### src/rtl/uart_pkg.sv
// uart_pkg: parity encodings, transmit FSM states and the parity helper shared by the UART TX slice.
package uart_pkg;
  localparam logic [1:0] PARITY_NONE = 2'b00;
  localparam logic [1:0] PARITY_ODD  = 2'b01;
  localparam logic [1:0] PARITY_EVEN = 2'b10;
  typedef enum logic [2:0] {IDLE, START, DATA, PARITY, STOP} tx_state_t;
  // Payload is zero-extended by the caller; zero bits do not change the XOR reduction.
  function automatic logic parity_bit(input logic [31:0] data, input logic [1:0] ptype);
    return (ptype == PARITY_ODD) ? ~^data : ^data;
  endfunction
endpackage

### src/rtl/uart_baud_tick.sv
// uart_baud_tick: counts 0..CLKS_PER_BIT-1 while enabled and pulses o_tick on the wrap cycle.
module uart_baud_tick #(
  parameter int CLKS_PER_BIT = 434
) (
  input  logic i_clock,
  input  logic i_reset,
  input  logic i_clear,
  input  logic i_enable,
  output logic o_tick
);
  localparam int CW = $clog2(CLKS_PER_BIT);
  logic [CW-1:0] r_cnt;
  assign o_tick = i_enable && (r_cnt == CW'(CLKS_PER_BIT - 1));
  always_ff @(posedge i_clock or posedge i_reset)
    if (i_reset) r_cnt <= '0;
    else r_cnt <= (i_clear || o_tick || !i_enable) ? '0 : r_cnt + 1'b1;
endmodule

### src/rtl/uart_tx_frame_ctrl.sv
// uart_tx_frame_ctrl: one UART TX frame (start, data LSB first, optional parity, 1/2 stop) with Send/Ready/Done.
// Define UART_TX_HOLD_BUF_EN to add a one-entry holding register for back-to-back frames.
module uart_tx_frame_ctrl
  import uart_pkg::*;
#(
  parameter int CLK_FREQ = 50_000_000,
  parameter int BAUD     = 115_200,
  parameter int DATA_W   = 8
) (
  input  logic              i_clock,
  input  logic              i_reset,
  input  logic              i_send,
  input  logic [DATA_W-1:0] i_data_in,
  input  logic [1:0]        i_parity_type,
  input  logic              i_stop_bits,
  output logic              o_tx_out,
  output logic              o_ready,
  output logic              o_busy,
  output logic              o_done
);
  localparam int CLKS_PER_BIT = CLK_FREQ / BAUD;
  localparam int IW = (DATA_W > 1) ? $clog2(DATA_W) : 1;
  tx_state_t         r_state;
  logic [DATA_W-1:0] r_shift;
  logic [IW-1:0]     r_bit_idx;
  logic              r_par, r_par_en, r_stop2, r_stop_cnt, r_done;
  logic              w_tick, w_busy, w_accept, w_last, w_start;
  logic [DATA_W-1:0] w_ld_data;
  logic [1:0]        w_ld_ptype;
  logic              w_ld_stop;
  assign w_busy   = r_state != IDLE;
  assign w_accept = i_send && o_ready;
  assign w_last   = (r_state == STOP) && w_tick && (r_stop_cnt == r_stop2);
`ifdef UART_TX_HOLD_BUF_EN
  logic              r_hold_valid, r_hold_stop;
  logic [DATA_W-1:0] r_hold_data;
  logic [1:0]        r_hold_ptype;
  logic              w_load_in, w_load_hold;
  assign o_ready     = !(w_busy && r_hold_valid);
  assign w_load_hold = w_last && r_hold_valid;
  // A Send landing on the completion cycle with an empty holder goes straight onto the line.
  assign w_load_in   = w_accept && (!w_busy || (w_last && !r_hold_valid));
  assign w_start     = w_load_in || w_load_hold;
  assign w_ld_data   = w_load_hold ? r_hold_data : i_data_in;
  assign w_ld_ptype  = w_load_hold ? r_hold_ptype : i_parity_type;
  assign w_ld_stop   = w_load_hold ? r_hold_stop : i_stop_bits;
  always_ff @(posedge i_clock or posedge i_reset)
    if (i_reset) begin
      r_hold_valid <= 1'b0;
      r_hold_data  <= '0;
      r_hold_ptype <= PARITY_NONE;
      r_hold_stop  <= 1'b0;
    end else if (w_accept && !w_load_in) begin
      r_hold_valid <= 1'b1;
      r_hold_data  <= i_data_in;
      r_hold_ptype <= i_parity_type;
      r_hold_stop  <= i_stop_bits;
    end else if (w_load_hold) r_hold_valid <= 1'b0;
`else
  assign o_ready    = !w_busy;
  assign w_start    = w_accept;
  assign w_ld_data  = i_data_in;
  assign w_ld_ptype = i_parity_type;
  assign w_ld_stop  = i_stop_bits;
`endif
  uart_baud_tick #(.CLKS_PER_BIT(CLKS_PER_BIT)) u_baud (
    .i_clock (i_clock),
    .i_reset (i_reset),
    .i_clear (w_start),
    .i_enable(w_busy),
    .o_tick  (w_tick)
  );
  always_ff @(posedge i_clock or posedge i_reset)
    if (i_reset) begin
      r_state    <= IDLE;
      r_shift    <= '0;
      r_bit_idx  <= '0;
      r_par      <= 1'b0;
      r_par_en   <= 1'b0;
      r_stop2    <= 1'b0;
      r_stop_cnt <= 1'b0;
      r_done     <= 1'b0;
    end else begin
      r_done <= w_last;
      if (w_start) begin
        r_state    <= START;
        r_shift    <= w_ld_data;
        r_bit_idx  <= '0;
        r_par      <= parity_bit(32'(w_ld_data), w_ld_ptype);
        r_par_en   <= (w_ld_ptype == PARITY_ODD) || (w_ld_ptype == PARITY_EVEN);
        r_stop2    <= w_ld_stop;
        r_stop_cnt <= 1'b0;
      end else if (w_tick)
        case (r_state)
          START:  r_state <= DATA;
          DATA: begin
            r_shift   <= r_shift >> 1;
            r_bit_idx <= r_bit_idx + 1'b1;
            if (r_bit_idx == IW'(DATA_W - 1)) r_state <= r_par_en ? PARITY : STOP;
          end
          PARITY: r_state <= STOP;
          STOP: begin
            if (r_stop_cnt == r_stop2) r_state <= IDLE;
            r_stop_cnt <= 1'b1;
          end
          default: r_state <= IDLE;
        endcase
    end
  assign o_tx_out = (r_state == START) ? 1'b0 :
                    (r_state == DATA) ? r_shift[0] :
                    (r_state == PARITY) ? r_par : 1'b1;
  assign o_busy = w_busy;
  assign o_done = r_done;
endmodule

### config.mk
export PLATFORM = sky130hd
export DESIGN_NAME = uart_tx_frame_ctrl
export DESIGN_NICKNAME = d
export VERILOG_FILES = /design/src/rtl/uart_pkg.sv /design/src/rtl/uart_baud_tick.sv /design/src/rtl/uart_tx_frame_ctrl.sv
export SDC_FILE = /design/constraint.sdc
export NUM_CORES = 1
export LEC_CHECK = 0
export ABC_AREA = 1
export BUFFER_PORTS_ARGS = -buffer_cell sky130_fd_sc_hd__buf_2
export CORE_MARGIN = 5
export CORE_UTILIZATION = 35
export CTS_CLUSTER_DIAMETER = 80
export DETAILED_ROUTE_END_ITERATION = 10
export PLACE_DENSITY = 0.55
export RECOVER_POWER = 100
export SLEW_MARGIN = 25
export SYNTH_ARGS = -nofsm -noshare
export SYNTH_HDL_FRONTEND = slang
export SYNTH_SLANG_ARGS = --single-unit
export TNS_END_PERCENT = 30
### constraint.sdc
create_clock -name i_clock -period 1.3 [get_ports i_clock]
set_input_delay 0.195 -clock i_clock [delete_from_list [all_inputs] [get_ports i_clock]]
set_output_delay 0.195 -clock i_clock [all_outputs]
set_load 0.005 [all_outputs]
**Yosys cells after proc, flatten, opt, wreduce, memory -nomap -nowiden**

Index checks and enable logic that the tools add are counted.
W data, S select, Z words.

- Register bits: 28

- $add $sub $neg: 2
- Eq/ne operators: 11
- Mux-type cells: 20
- Reductions and logical operators: 17

Operators by type and width:

| operator | count |
|---|---|
| $reduce_xnor A32 Y1 | 1 |
| $reduce_xor A32 Y1 | 1 |
| $mux W3 | 8 |
| $mux W8 | 3 |
| $pmux W3 S4 | 1 |
| $add A9 B1 Y9 const B | 1 |
| $eq A9 B9 Y1 const B | 1 |
| $mux W9 | 1 |
| $mux W1 | 7 |
| $eq A3 B2 Y1 const B | 2 |
| $eq A3 B3 Y1 const B | 2 |
| $reduce_bool A2 Y1 | 3 |
| $logic_and A1 B1 Y1 | 4 |
| $reduce_and A2 Y1 | 2 |
| $add A3 B1 Y3 const B | 1 |
| $eq A3 B1 Y1 const B | 1 |
| $logic_or A1 B1 Y1 | 3 |
| $ne A3 B1 Y1 const B | 1 |
| $ne A3 B2 Y1 const B | 1 |
| $reduce_and A3 Y1 | 1 |
| $reduce_bool A3 Y1 | 1 |
| $eq A2 B1 Y1 const B | 1 |
| $eq A2 B2 Y1 const B | 1 |
| $eq A1 B1 Y1 | 1 |
| $logic_not A1 Y1 | 1 |

**Depth between registers and ports, before layout**

Gate-level depths: netlist of run 1.

- Word-level depth: 6
- Gate-level depth with buffers: 11
- Gate-level depth less buffers: 11

**By module**

Synthesis of run 1 repeated with hierarchy kept, for this count alone.

- Cell total of the unflattened synthesis: 202
- Area, all modules: 1580.3 µm²

By module, submodules not included:

| module | times used | cells each | area an instance (µm²) |
|---|---|---|---|
| uart_tx_frame_ctrl | 1 | 135 | 1068.5 |
| uart_baud_tick | 1 | 67 | 511.7 |

**Worst setup path after synthesis of run 1**

Ideal clock, no wire load.

- Kind: register to register
- Start point: register u_baud.r_cnt[1]
- End point: register r_shift[2]
- Setup time: 123 ps
- Data arrival time: 1250 ps
- Required time: 1177 ps
- Setup slack: -73 ps
- Stages on the path, launching flop included: 9
- Cells stage by stage: dfrtp_1 -> inv_1 -> ha_1 -> nand2_1 -> nor3_1 -> nand4_1 -> buf_4 -> nand3_1 -> nand2_1

- Cells in the longest elaborated chain, start to end: 4

Ends and longest elaborated chain:

| element | line | source |
|---|---|---|
| start, declared | uart_baud_tick.sv:12 | `logic [CW-1:0] r_cnt;` |
| start signal, assigned | uart_baud_tick.sv:16 | `else r_cnt <= (i_clear \|\| o_tick \|\| !i_enable) ? '0 : r_cnt + 1'b1;` |
| $eq A9 B9 Y1 | uart_baud_tick.sv:13 | `assign o_tick = i_enable && (r_cnt == CW'(CLKS_PER_BIT - 1));` |
| $logic_and A1 B1 Y1 | uart_baud_tick.sv:13 |  |
| $reduce_bool A2 Y1 (no line) | - |  |
| $reduce_and A2 Y1 (no line) | - |  |
| end signal, assigned | uart_tx_frame_ctrl.sv:87 | `r_shift <= w_ld_data;` |
| end signal, assigned | uart_tx_frame_ctrl.sv:97 | `r_shift <= r_shift >> 1;` |
| end, declared | uart_tx_frame_ctrl.sv:24 | `logic [DATA_W-1:0] r_shift;` |

Every way passes these cells.
A chain may end at the register's enable or synchronous reset.

**Final worst setup path of run 1**

- Start point: register r_state[0]
- End point: output o_tx_out

- Cells in the longest elaborated chain, start to end: 4
- Elaborated cells on any way between the ends: 6
- Those cells by class: eq/ne (3); mux (3)

Ends and longest elaborated chain:

| element | line | source |
|---|---|---|
| start, declared | uart_tx_frame_ctrl.sv:23 | `tx_state_t r_state;` |
| start signal, assigned | uart_tx_frame_ctrl.sv:99 | `if (r_bit_idx == IW'(DATA_W - 1)) r_state <= r_par_en ? PARITY : STOP;` |
| $eq A3 B2 Y1 | uart_tx_frame_ctrl.sv:111 | `(r_state == PARITY) ? r_par : 1'b1;` |
| $mux W1 | uart_tx_frame_ctrl.sv:111 |  |
| $mux W1 | uart_tx_frame_ctrl.sv:110 | `(r_state == DATA) ? r_shift[0] :` |
| $mux W1 (*) | uart_tx_frame_ctrl.sv:109 | `assign o_tx_out = (r_state == START) ? 1'b0 :` |
| end, declared | uart_tx_frame_ctrl.sv:16 | `output logic o_tx_out,` |

Mark *: on every way between the ends. The rest lies on a longest branch, timed or not.

==> reports/results.tsv, run 1 <==
stage	metric	value	unit
placed_design	Routability Congestion	0.805	
drt	Pre-antenna DRT Iters	4	
synth	syn avg cell area	7.43	sq um
pwr	Max VDD drop	669	uV
layout	antenna cells	0	
timing	final worst slack	-0.141	ns
setup_path	Critical path buffers and inverters	3	
setup_path	reg-to-reg slack, setup	-0.13	ns
setup_path	kind of end point of the critical path	output port	
drt	total wire length	3730	um
grt	largest net degree at the start of global routing	29	
setup_path	reg-to-reg endpoint	r_bit_idx[0]$_DFFE_PP0P_	
clock_tree	Reg clk slew, reported paths	0.10	ns
layout	nets	295	
setup_path	Reg-to-Reg Start	u_baud.r_cnt[1]$_DFF_PP0_	
drt	final routed DRC violation total	0	
clock_tree	Clock Tree Buf Depth	2	
timing	Worst Max-Slew Pin Slew	0.641	ns
synth	area share of the largest cell type after synthesis	42.5	%
setup_path	crit path capture	o_tx_out	
layout	post-route non-filler standard cell count	329	
synth	number of distinct library cells after synthesis	26	
grt	initial antenna violation count	0	
setup_path	delay-heaviest family, CP	flip-flops	
timing	Max Freq	0.694	GHz
timing	Rel. slew slack	57.3	%
grt	GR Overflow Total	0	
setup_path	crit path launch	r_state[0]$_DFFE_PP0P_	
clock_tree	CTS tree	built	
timing	endpoints failing hold	0	
clock_tree	clock sink count	28	
status	status	finished, violations left	
drt	WL per Instance	11.3	um
timing	unrepaired setup endpoints after global routing	true	
drt	Vias/cell	4.61	
placed_design	placed cells	313	
setup_path	CP max FO	3	
die	area of the core	0.00466	sq mm
drt	post-route ant nets	0	
placed_design	HPWL Detailed	2730	um
synth	synthesized flop and latch total	28	
die	die extent in y	78.6	um
synth	Synth area leader	dfrtp_1	
die	full die area	0.00618	sq mm
setup_path	critical path class	flop to output port	
synth	syn_nets	241	
clock_tree	CTS H-tree depth	1	
die	Row Count	25	
synth	area of the mapped netlist	0.00165	sq mm
status	failing checks	setup timing	
layout	layout cells sized above 1	29.5	%
pwr	Cell Pwr Density	1990	mW/mm^2
setup_path	Critical Path Max Stage Delay	0.42	ns
die	Chip Width	78.6	um
synth	post-synthesis sequential area ratio	42.5	%
timing	setup tns final	-1.88	ns
timing	hold slack	0.112	ns
setup_path	Arr. time, crit path	1.25	ns
die	I/O pins	18	
clock_tree	Clock Latency Late Sink	0.27	ns
setup_path	cell repeated most along the worst path	nor2_1	
grt	global-route wire length before repair	6660	um
setup_path	Stages on worst setup path	6	
timing	final setup fails	21	
timing	min Tclk post-route	1.44	ns
hold_path	Min-Delay Startpoint	i_stop_bits	
layout	Syn-to-layout area delta	37.0	%
timing	period utilization	111	%
setup_path	Critical Path RT	1.11	ns
clock_tree	root buf cell	clkbuf_8	
drt	initial DRC count	112	
die	Starting Density	35.4	%
setup_path	slowest CP cell	dfrtp_1	
synth	cell count after synthesis	222	
synth	YS warnings	0	
hold_path	class of the worst hold path	input port to flop	
pwr	leakage	1.18	nW
timing	final setup skew	0.00507	ns
synth	Area contributors post-synth	dfrtp_1 42%, nand2_1 15%, nand3_1 7.3%	
setup_path	crit-path cells	buf_6 -> nor2_4 -> inv_2 -> nor2_1 -> nor2_1 -> buf_2	
timing	Max Slew Vio Count	0	
flow_run	Max-Cap Viols	0	
grt	GRT Overall Usage	13.3	%
clock_tree	CTS Buf Count	3	
setup_path	startpoint types	flop	
placed_design	I/O Buffers	17	
pwr	total power	0.00449	W
setup_path	r2r worst-path depth	8	
placed_design	pre-CTS WS	-0.152	ns
grt	vias in the first global route	1496	
drt	total number of vias	1516	
-- cells in the mapped netlist --
cell,n
nand3b_1,1
nor3_1,5
nand2_1,68
buf_6,1
xor2_1,2
ha_1,5
o21ai_1,8
buf_2,2
dfrtp_1,28
o21ai_0,9
inv_1,25
nand3_1,24
nand3_2,2
nor2_2,1
nand2_2,1
xnor2_1,2
nor2_1,15
nor2_4,2
nor3_2,1
nand4_1,7
a21oi_1,5
inv_2,3
or2_4,1
nand2_4,1
buf_4,2
inv_4,1
-- how the worst min path moves through the flow --
stage,endpoint,slack [ns],depth (start not counted)
2_1_floorplan,o_done$_DFF_PP0_,0.26,1
3_3_place_gp,r_shift[2]$_DFFE_PP0P_,0.29,3
3_5_place_dp,u_baud.r_cnt[2]$_DFF_PP0_,0.29,3
4_1_cts,r_stop2$_DFFE_PP0N_,0.10,3
5_1_grt,r_stop2$_DFFE_PP0N_,0.11,3
6_report,r_stop2$_DFFE_PP0N_,0.11,3
-- worst reg2reg max path, stage by stage, from the launching register on --
cell,delay (ns)
dfrtp_1,0.39
inv_1,0.06
ha_1,0.15
nand2_1,0.07
nor3_2,0.17
nand3_4,0.16
nor2_4,0.22
nand3b_1,0.10
nand2_1,0.06
-- layer usage --
metal | global-route usage (%) | up-vias | part of all wire, %
li1 | - | 819 | -
met1 | 18.0 | 676 | 48
met2 | 22.2 | 19 | 48
met3 | 2.06 | 2 | 3.4
met4 | 3.50 | 0 | 0.51
met5 | 0 | - | 0
-- power by group --
| part | internal (W) | switching [W] |
|---|---|---|
| clock network | 0.000412 | 0.000276 |
| logic | 0.00126 | 0.00127 |
| registers | 0.00110 | 0.000166 |
| total | 0.00277 | 0.00171 |
-- cell families after synthesis --
group                    after synthesis  share of synthesized area [%]
buffers and inverters                 34                           8.95
adder cells (fa/ha/maj)                5                           3.79
AND/OR/NAND/NOR                      129                           36.0
XOR/XNOR                               4                           2.12
flip-flops                            28                           42.5
AO/OA/AOI/OAI                         22                           6.68
-- area by class of cell --
cell class	count	area (sq um)
Clock inverter	1	30.0
Tap cell	54	67.6
Inverter	29	116
Timing Repair Buffer	53	410
Clock buffer	3	41.3
Fill cell	473	2400
Sequential cell	28	701
Multi-Input combinational cell	161	892
-- cell usage in the layout, fill, tap and decap left out, types with 2 or more instances in the layout --
cell type and n:
dfrtp_1 28, nand3_1 23, buf_4 25, o21ai_1 10
buf_6 10, nor3_1 3, nor2_1 14, inv_2 4
o21ai_0 5, nor2_4 4, nand4_1 7, inv_1 24
nor3_2 3, clkbuf_8 3, nand3_4 2, ha_1 5
xnor2_1 2, nand2_1 65, buf_2 16, nand2_4 3
a21oi_1 4, xor2_1 2, o21ai_2 2
-- registers in the layout, indices dropped and copies added (netlist names) --
register,cells
o_done,1
r_bit_idx,3
r_par,1
r_par_en,1
r_shift,8
r_state,3
r_stop2,1
r_stop_cnt,1
u_baud.r_cnt,9
-- stage by stage --
stage	instance area, sq um	utilization [%]
after floorplan	1650	-
final	2260	48.5
after global routing	2260	48.5
after CTS	2220	47.5
after detailed placement	1970	42.3
after global placement	1970	42.3
-- what timing repair did --
item | in CTS | in global routing
endpoints found under the hold margin | 28 | 0
hold buffers | 1 | 0
pin swaps | 7 | 5
gates cloned | 1 | 0
resized for setup | 25 | 9
endpoints found under the setup margin | 27 | 31
setup buffers | 10 | 0
(Power assumes the default switching activity.)
==> inputs of run 2 (changes only) <==
ABC_AREA = not set   (was 1)
==> reports/results.tsv, run 2 <==
stage	metric	value	unit
timing	unrepaired setup endpoints after global routing	true	
die	area of the core	0.00432	sq mm
hold_path	class of the worst hold path	input port to flop	
synth	synthesized flop and latch total	28	
layout	nets	215	
drt	post-route ant nets	0	
synth	YS warnings	0	
clock_tree	CTS tree	built	
die	I/O pins	18	
setup_path	CP max FO	5	
timing	Worst Max-Slew Pin Slew	0.736	ns
clock_tree	clock sink count	28	
pwr	Sequential Power Share	49.8	%
drt	total number of vias	1193	
synth	Async SR Flop Fraction	100	%
pwr	Net Sw Frac	21.9	%
layout	max reg flops	9	
timing	period utilization	128	%
die	Starting Density	36.0	%
synth	Area contributors post-synth	dfrtp_1 45%, mux2_2 8.7%, xor2_1 5.1%	
placed_design	HPWL Detailed	2460	um
timing	final setup skew	0.00153	ns
grt	GR Overflow Total	0	
synth	post-synthesis sequential area ratio	45.1	%
synth	top_reg_cell synth	dfrtp_1	
drt	Pre-antenna DRT Iters	4	
pwr	Gate power share	12.0	%
timing	endpoints failing hold	0	
drt	total wire length	3560	um
die	Chip Width	76.7	um
synth	area share of the largest cell type after synthesis	45.1	%
clock_tree	Clock Tree Buf Depth	2	
synth	most common cell in the netlist	dfrtp_1	
synth	syn avg cell area	11.0	sq um
layout	most frequent cells in the layout	26 x dfrtp_1, 24 x buf_4, 15 x nor2_1	
timing	min Tclk post-route	1.67	ns
clock_tree	root buf cell	clkbuf_8	
grt	GRT Overall Usage	12.5	%
timing	Max Freq	0.600	GHz
grt	largest net degree at the start of global routing	29	
grt	initial antenna violation count	0	
pwr	clock power share	38.2	%
drt	final routed DRC violation total	0	
clock_tree	Clock Latency Late Sink	0.28	ns
pwr	Max VDD drop	688	uV
synth	Post-synth EDFFs	0	
setup_path	critical path class	flop to output port	
setup_path	Arr. time, crit path	1.47	ns
synth	number of distinct library cells after synthesis	37	
status	failing checks	setup timing	
timing	Max Slew Vio Count	0	
pwr	leakage	1.04	nW
die	full die area	0.00588	sq mm
layout	commonest non-fill, non-tap cell in the layout	dfrtp_1	
pwr	total power	0.00183	W
drt	Vias/cell	4.83	
timing	Rel. slew slack	51.0	%
pwr	Cell Pwr Density	830	mW/mm^2
synth	area of the mapped netlist	0.00156	sq mm
timing	final worst slack	-0.366	ns
layout	layout cells sized above 1	48.2	%
setup_path	startpoint types	flop	
drt	initial DRC count	23	
die	Row Count	24	
layout	Top reg by flops	u_baud.r_cnt	
synth	cell count after synthesis	142	
flow_run	Max-Cap Viols	0	
synth	Synth area leader	dfrtp_1	
synth	syn_nets	161	
placed_design	Routability Congestion	0.787	
setup_path	Critical Path RT	1.11	ns
grt	global-route wire length before repair	6110	um
die	die extent in y	76.7	um
status	status	finished, violations left	
timing	final setup fails	28	
synth	top cells by count, synth	28 x dfrtp_1, 16 x nor2_1, 13 x nand2_1	
layout	largest registers	u_baud.r_cnt x9, r_shift x8	
pwr	Power Internal	0.00143	W
clock_tree	CTS Buf Count	3	
drt	WL per Instance	14.4	um
clock_tree	CTS H-tree depth	1	
layout	antenna cells	0	
placed_design	I/O Buffers	17	
setup_path	kind of end point of the critical path	output port	
layout	Syn-to-layout area delta	41.9	%
clock_tree	Reg clk slew, reported paths	0.10	ns
pwr	Psw	0.000401	W
layout	Layout Utilization	51.0	%
grt	vias in the first global route	1309	
-- run 2: routing by layer --
metal  vias to the layer above  global-route usage [%]  wire (um)
li1                        599                       -          -
met1                       579                    15.6       1650
met2                        13                    22.1       1790
met3                         2                    3.04        101
met4                         0                    2.10         15
met5                         -                       0          0
-- run 2: power by group through the flow --
| stage | clock network [W] | logic (W) | registers [W] |
|---|---|---|---|
| 6_report | 0.000700 | 0.000219 | 0.000913 |
| 5_1_grt | 0.000746 | 0.000241 | 0.000917 |
| 4_1_cts | 0.000724 | 0.000210 | 0.000912 |
| 3_5_place_dp | 0 | 0.000190 | 0.000927 |
| 3_3_place_gp | 0 | 0.000183 | 0.000927 |
| 2_1_floorplan | 0 | 0.000125 | 0.000923 |
-- run 2: cell type report --
type / count / area [sq um]
Timing Repair Buffer: 54 / 435
Inverter: 6 / 22.5
Sequential cell: 28 / 703
Tap cell: 52 / 65.1
Clock inverter: 1 / 30.0
Fill cell: 405 / 2120
Multi-Input combinational cell: 103 / 910
Clock buffer: 3 / 41.3
-- run 2: path summary, 6_finish.rpt --
check	endpoint	cells after the start	from	slack (ns)
worst max-delay path	o_tx_out	6	r_state[1]$_DFFE_PP0P_	-0.37
worst min-delay path	r_stop2$_DFFE_PP0N_	3	i_stop_bits	0.12
worst max register to register	r_state[0]$_DFFE_PP0P_	5	r_state[1]$_DFFE_PP0P_	-0.36
worst min register to register	r_par$_DFFE_PP0N_	2	r_par$_DFFE_PP0N_	0.50
max in group asynchronous	r_state[2]$_DFFE_PP0P_	4	i_reset	0.14
min in group asynchronous	r_shift[5]$_DFFE_PP0P_	4	i_reset	0.65
-- run 2: through the flow --
step | instances | cell area (sq um) | setup TNS [ns] | setup WS [ns] | hold slack, ns
global placement | 232 | 1890 | -6.07 | -0.317 | 0.276
detailed placement | 232 | 1890 | -7.31 | -0.402 | 0.287
floorplan | 142 | 1580 | -4.97 | -0.396 | 0.260
CTS | 244 | 2140 | -6.01 | -0.370 | 0.114
finish | 247 | 2210 | -6.05 | -0.366 | 0.116
global route | 247 | 2210 | -8.08 | -0.421 | 0.127
-- run 2: timing repair --
action | CTS | global route
setup buffers | 7 | 3
gates resized for setup | 30 | 14
endpoints found under the hold margin | 28 | 0
endpoints found under the setup margin | 30 | 30
pin swaps | 6 | 2
hold buffers | 1 | 0
-- run 2: cells by family after synthesis --
| group | share of synthesized area, % |
|---|---|
| simple gates | 17.5 |
| flops | 45.1 |
| compound gates | 8.21 |
| xor+xnor | 9.90 |
| mux | 11.7 |
| buf+inv | 3.62 |
| fa+ha+maj | 4.02 |
-- run 2: critical path, stage by stage (launching register included) --
cell     delay [ns]
dfrtp_1        0.39
buf_6          0.14
buf_6          0.11
nor3b_4        0.18
a21oi_2        0.04
or2_4          0.22
buf_6          0.11
==> inputs of run 3 (changes only) <==
GPL_ROUTABILITY_DRIVEN = 0   (was not set)
SYNTH_HIERARCHICAL = 1   (was not set)
==> reports/results.tsv, run 3 <==
stage	metric	value	unit
timing	Max Slew Vio Count	0	
timing	Max Freq	0.608	GHz
pwr	clock power share	23.8	%
layout	Reg area	701	sq um
layout	Layout Utilization	48.6	%
die	Chip Width	76.7	um
layout	antenna cells	0	
pwr	Net Sw Frac	31.9	%
drt	total wire length	3330	um
grt	GR Overflow Total	0	
die	Starting Density	36.0	%
synth	top_reg_cell synth	dfrtp_1	
layout	commonest non-fill, non-tap cell in the layout	dfrtp_1	
flow_run	Max-Cap Viols	0	
timing	final worst slack	-0.344	ns
clock_tree	clock sink count	28	
clock_tree	Clock Tree Buf Depth	2	
synth	syn avg cell area	9.66	sq um
layout	layout cells sized above 1	35.4	%
placed_design	pre-CTS WS	-0.313	ns
placed_design	I/O Buffers	17	
die	area of the core	0.00432	sq mm
setup_path	startpoint types	flop	
clock_tree	CTS tree	built	
timing	period utilization	126	%
drt	WL per Instance	12.9	um
synth	top cells by count, synth	28 x dfrtp_1, 25 x nand2_1, 15 x nand3_1	
timing	min Tclk post-route	1.64	ns
synth	syn_nets	180	
timing	Rel. slew slack	67.1	%
synth	post-synthesis sequential area ratio	45.1	%
layout	area of the multi-input gates	852	sq um
clock_tree	Clock Latency Late Sink	0.28	ns
die	full die area	0.00588	sq mm
pwr	leakage	0.977	nW
pwr	Sequential Power Share	40.5	%
drt	Top Metal Used	met4	
pwr	Cell Pwr Density	1390	mW/mm^2
setup_path	Critical Path RT	1.52	ns
layout	largest registers	u_baud/r_cnt x9, r_shift x8	
clock_tree	Reg clk slew, reported paths	0.10	ns
synth	Synth area leader	dfrtp_1	
placed_design	HPWL Detailed	2520	um
clock_tree	root buf cell	clkbuf_8	
synth	synthesized flop and latch total	28	
grt	largest net degree at the start of global routing	20	
pwr	Power Internal	0.00198	W
layout	fillcell total	423	
clock_tree	CTS Buf Count	3	
setup_path	Critical Path Max Stage Delay	0.40	ns
setup_path	Arr. time, crit path	1.87	ns
layout	nets	226	
die	I/O pins	18	
drt	Vias/cell	5.05	
drt	WL met1	1540	um
grt	GRT Overall Usage	12.3	%
grt	vias in the first global route	1325	
synth	Async SR Flop Fraction	100	%
drt	WL met2	1670	um
drt	Pre-antenna DRT Iters	4	
synth	most common cell in the netlist	dfrtp_1	
setup_path	critical path class	flop to flop	
synth	cell count after synthesis	161	
layout	Top reg by flops	u_baud/r_cnt	
status	failing checks	setup timing	
setup_path	delay-heaviest family, CP	compound AO/OA/AOI/OAI gates	
status	status	finished, violations left	
layout	Syn-to-layout area delta	35.0	%
timing	final setup skew	0.00712	ns
layout	max reg flops	9	
drt	post-route ant nets	0	
setup_path	crit-path cells	buf_6 -> nor3_4 -> inv_2 -> nand4b_1 -> nor3_4 -> o31a_1 -> o22ai_4 -> a2111oi_2 -> a21o_1	
setup_path	CP max FO	4	
die	die extent in y	76.7	um
setup_path	Critical path buffers and inverters	2	
timing	endpoints failing hold	0	
pwr	Max VDD drop	541	uV
drt	WL met3	101	um
die	Row Count	24	
setup_path	cell repeated most along the worst path	nor3_4	
layout	most frequent cells in the layout	28 x dfrtp_1, 24 x nand2_1, 20 x buf_4	
setup_path	kind of end point of the critical path	flop	
setup_path	slowest CP cell	dfrtp_1	
pwr	Gate power share	35.8	%
synth	area share of the largest cell type after synthesis	45.1	%
synth	YS warnings	6	
timing	final setup fails	30	
drt	total number of vias	1303	
grt	initial antenna violation count	0	
hold_path	class of the worst hold path	input port to flop	
synth	Area contributors post-synth	dfrtp_1 45%, nand2_1 6.0%, nand3_1 4.8%	
drt	final routed DRC violation total	0	
timing	unrepaired setup endpoints after global routing	true	
synth	number of distinct library cells after synthesis	41	
pwr	Psw	0.000929	W
grt	global-route wire length before repair	6080	um
drt	initial DRC count	47	
synth	Post-synth EDFFs	0	
clock_tree	CTS H-tree depth	1	
synth	area of the mapped netlist	0.00156	sq mm
timing	Worst Max-Slew Pin Slew	0.494	ns
[run 3: cell type report]
| cell class | count | area share [%] |
|---|---|---|
| Clock buffer | 3 | 1.97 |
| Clock inverter | 1 | 1.43 |
| Inverter | 11 | 1.97 |
| Multi-Input combinational cell | 116 | 40.6 |
| Sequential cell | 28 | 33.4 |
| Tap cell | 52 | 3.10 |
| Timing Repair Buffer | 47 | 17.6 |
[run 3: power groups by stage]
stage	clock (W)	combinational (W)	sequential [W]
after floorplan	0	0.000571	0.00118
after global placement	0	0.000885	0.00118
after detailed placement	0	0.000896	0.00119
after CTS	0.000717	0.00105	0.00117
after global routing	0.000743	0.00117	0.00120
final	0.000692	0.00104	0.00118
[run 3: layer usage]
metal / vias up / GRT usage, %
li1: 658 / -
met5: - / 0
met3: 2 / 2.34
met1: 631 / 16.7
met2: 12 / 20.1
met4: 0 / 3.15
[run 3: cell families after synthesis]
| kind of cell | Yosys count | share of synthesized area, % |
|---|---|---|
| AO/OA/AOI/OAI | 31 | 15.4 |
| XOR/XNOR | 11 | 7.08 |
| adder cells (fa/ha/maj) | 5 | 4.02 |
| buffers and inverters | 17 | 5.79 |
| flip-flops | 28 | 45.1 |
| AND/OR/NAND/NOR | 69 | 22.7 |
[run 3: final timing paths]
path | startpoint | to | slack, ns | depth (start not counted)
max in group asynchronous | i_reset | o_done$_DFF_PP0_ | 0.41 | 4
hold reg to reg | r_par$_DFFE_PP0P_ | r_par$_DFFE_PP0P_ | 0.50 | 2
min in group asynchronous | i_reset | u_baud/r_cnt[2]$_DFF_PP0_ | 0.42 | 3
hold / removal | i_stop_bits | r_stop2$_DFFE_PP0P_ | 0.13 | 3
setup / recovery | r_state[0]$_DFFE_PP0P_ | r_state[0]$_DFFE_PP0P_ | -0.34 | 9
setup reg to reg | r_state[0]$_DFFE_PP0P_ | r_state[0]$_DFFE_PP0P_ | -0.34 | 9
[run 3: metrics by stage]
stage / hold WS (ns) / setup TNS (ns) / total power (W) / area (sq um) / instances
after CTS: 0.128 / -7.03 / 0.00294 / 2100 / 259
final: 0.127 / -6.20 / 0.00291 / 2100 / 258
after detailed placement: 0.194 / -4.81 / 0.00209 / 1920 / 251
after floorplan: 0.0229 / -8.64 / 0.00175 / 1590 / 161
after global routing: 0.138 / -9.38 / 0.00311 / 2100 / 258
after global placement: 0.185 / -4.25 / 0.00207 / 1920 / 251
[run 3: what timing repair did]
action / 4_1_cts / 5_1_grt
pin swaps: 9 / 2
resized for setup: 18 / 4
buffers inserted: 3 / 0
hold buffers: 1 / 0
setup endpoints to repair: 30 / 31
hold endpoints to repair: 28 / 0
[run 3: worst reg2reg max path, delay by kind of cell, from the launching register on]
kind / cells / cell delay [ns]
AO/OA/AOI/OAI: 4 / 0.64
AND/OR/NAND/NOR: 3 / 0.39
buffers and inverters: 2 / 0.17
flip-flops: 1 / 0.40
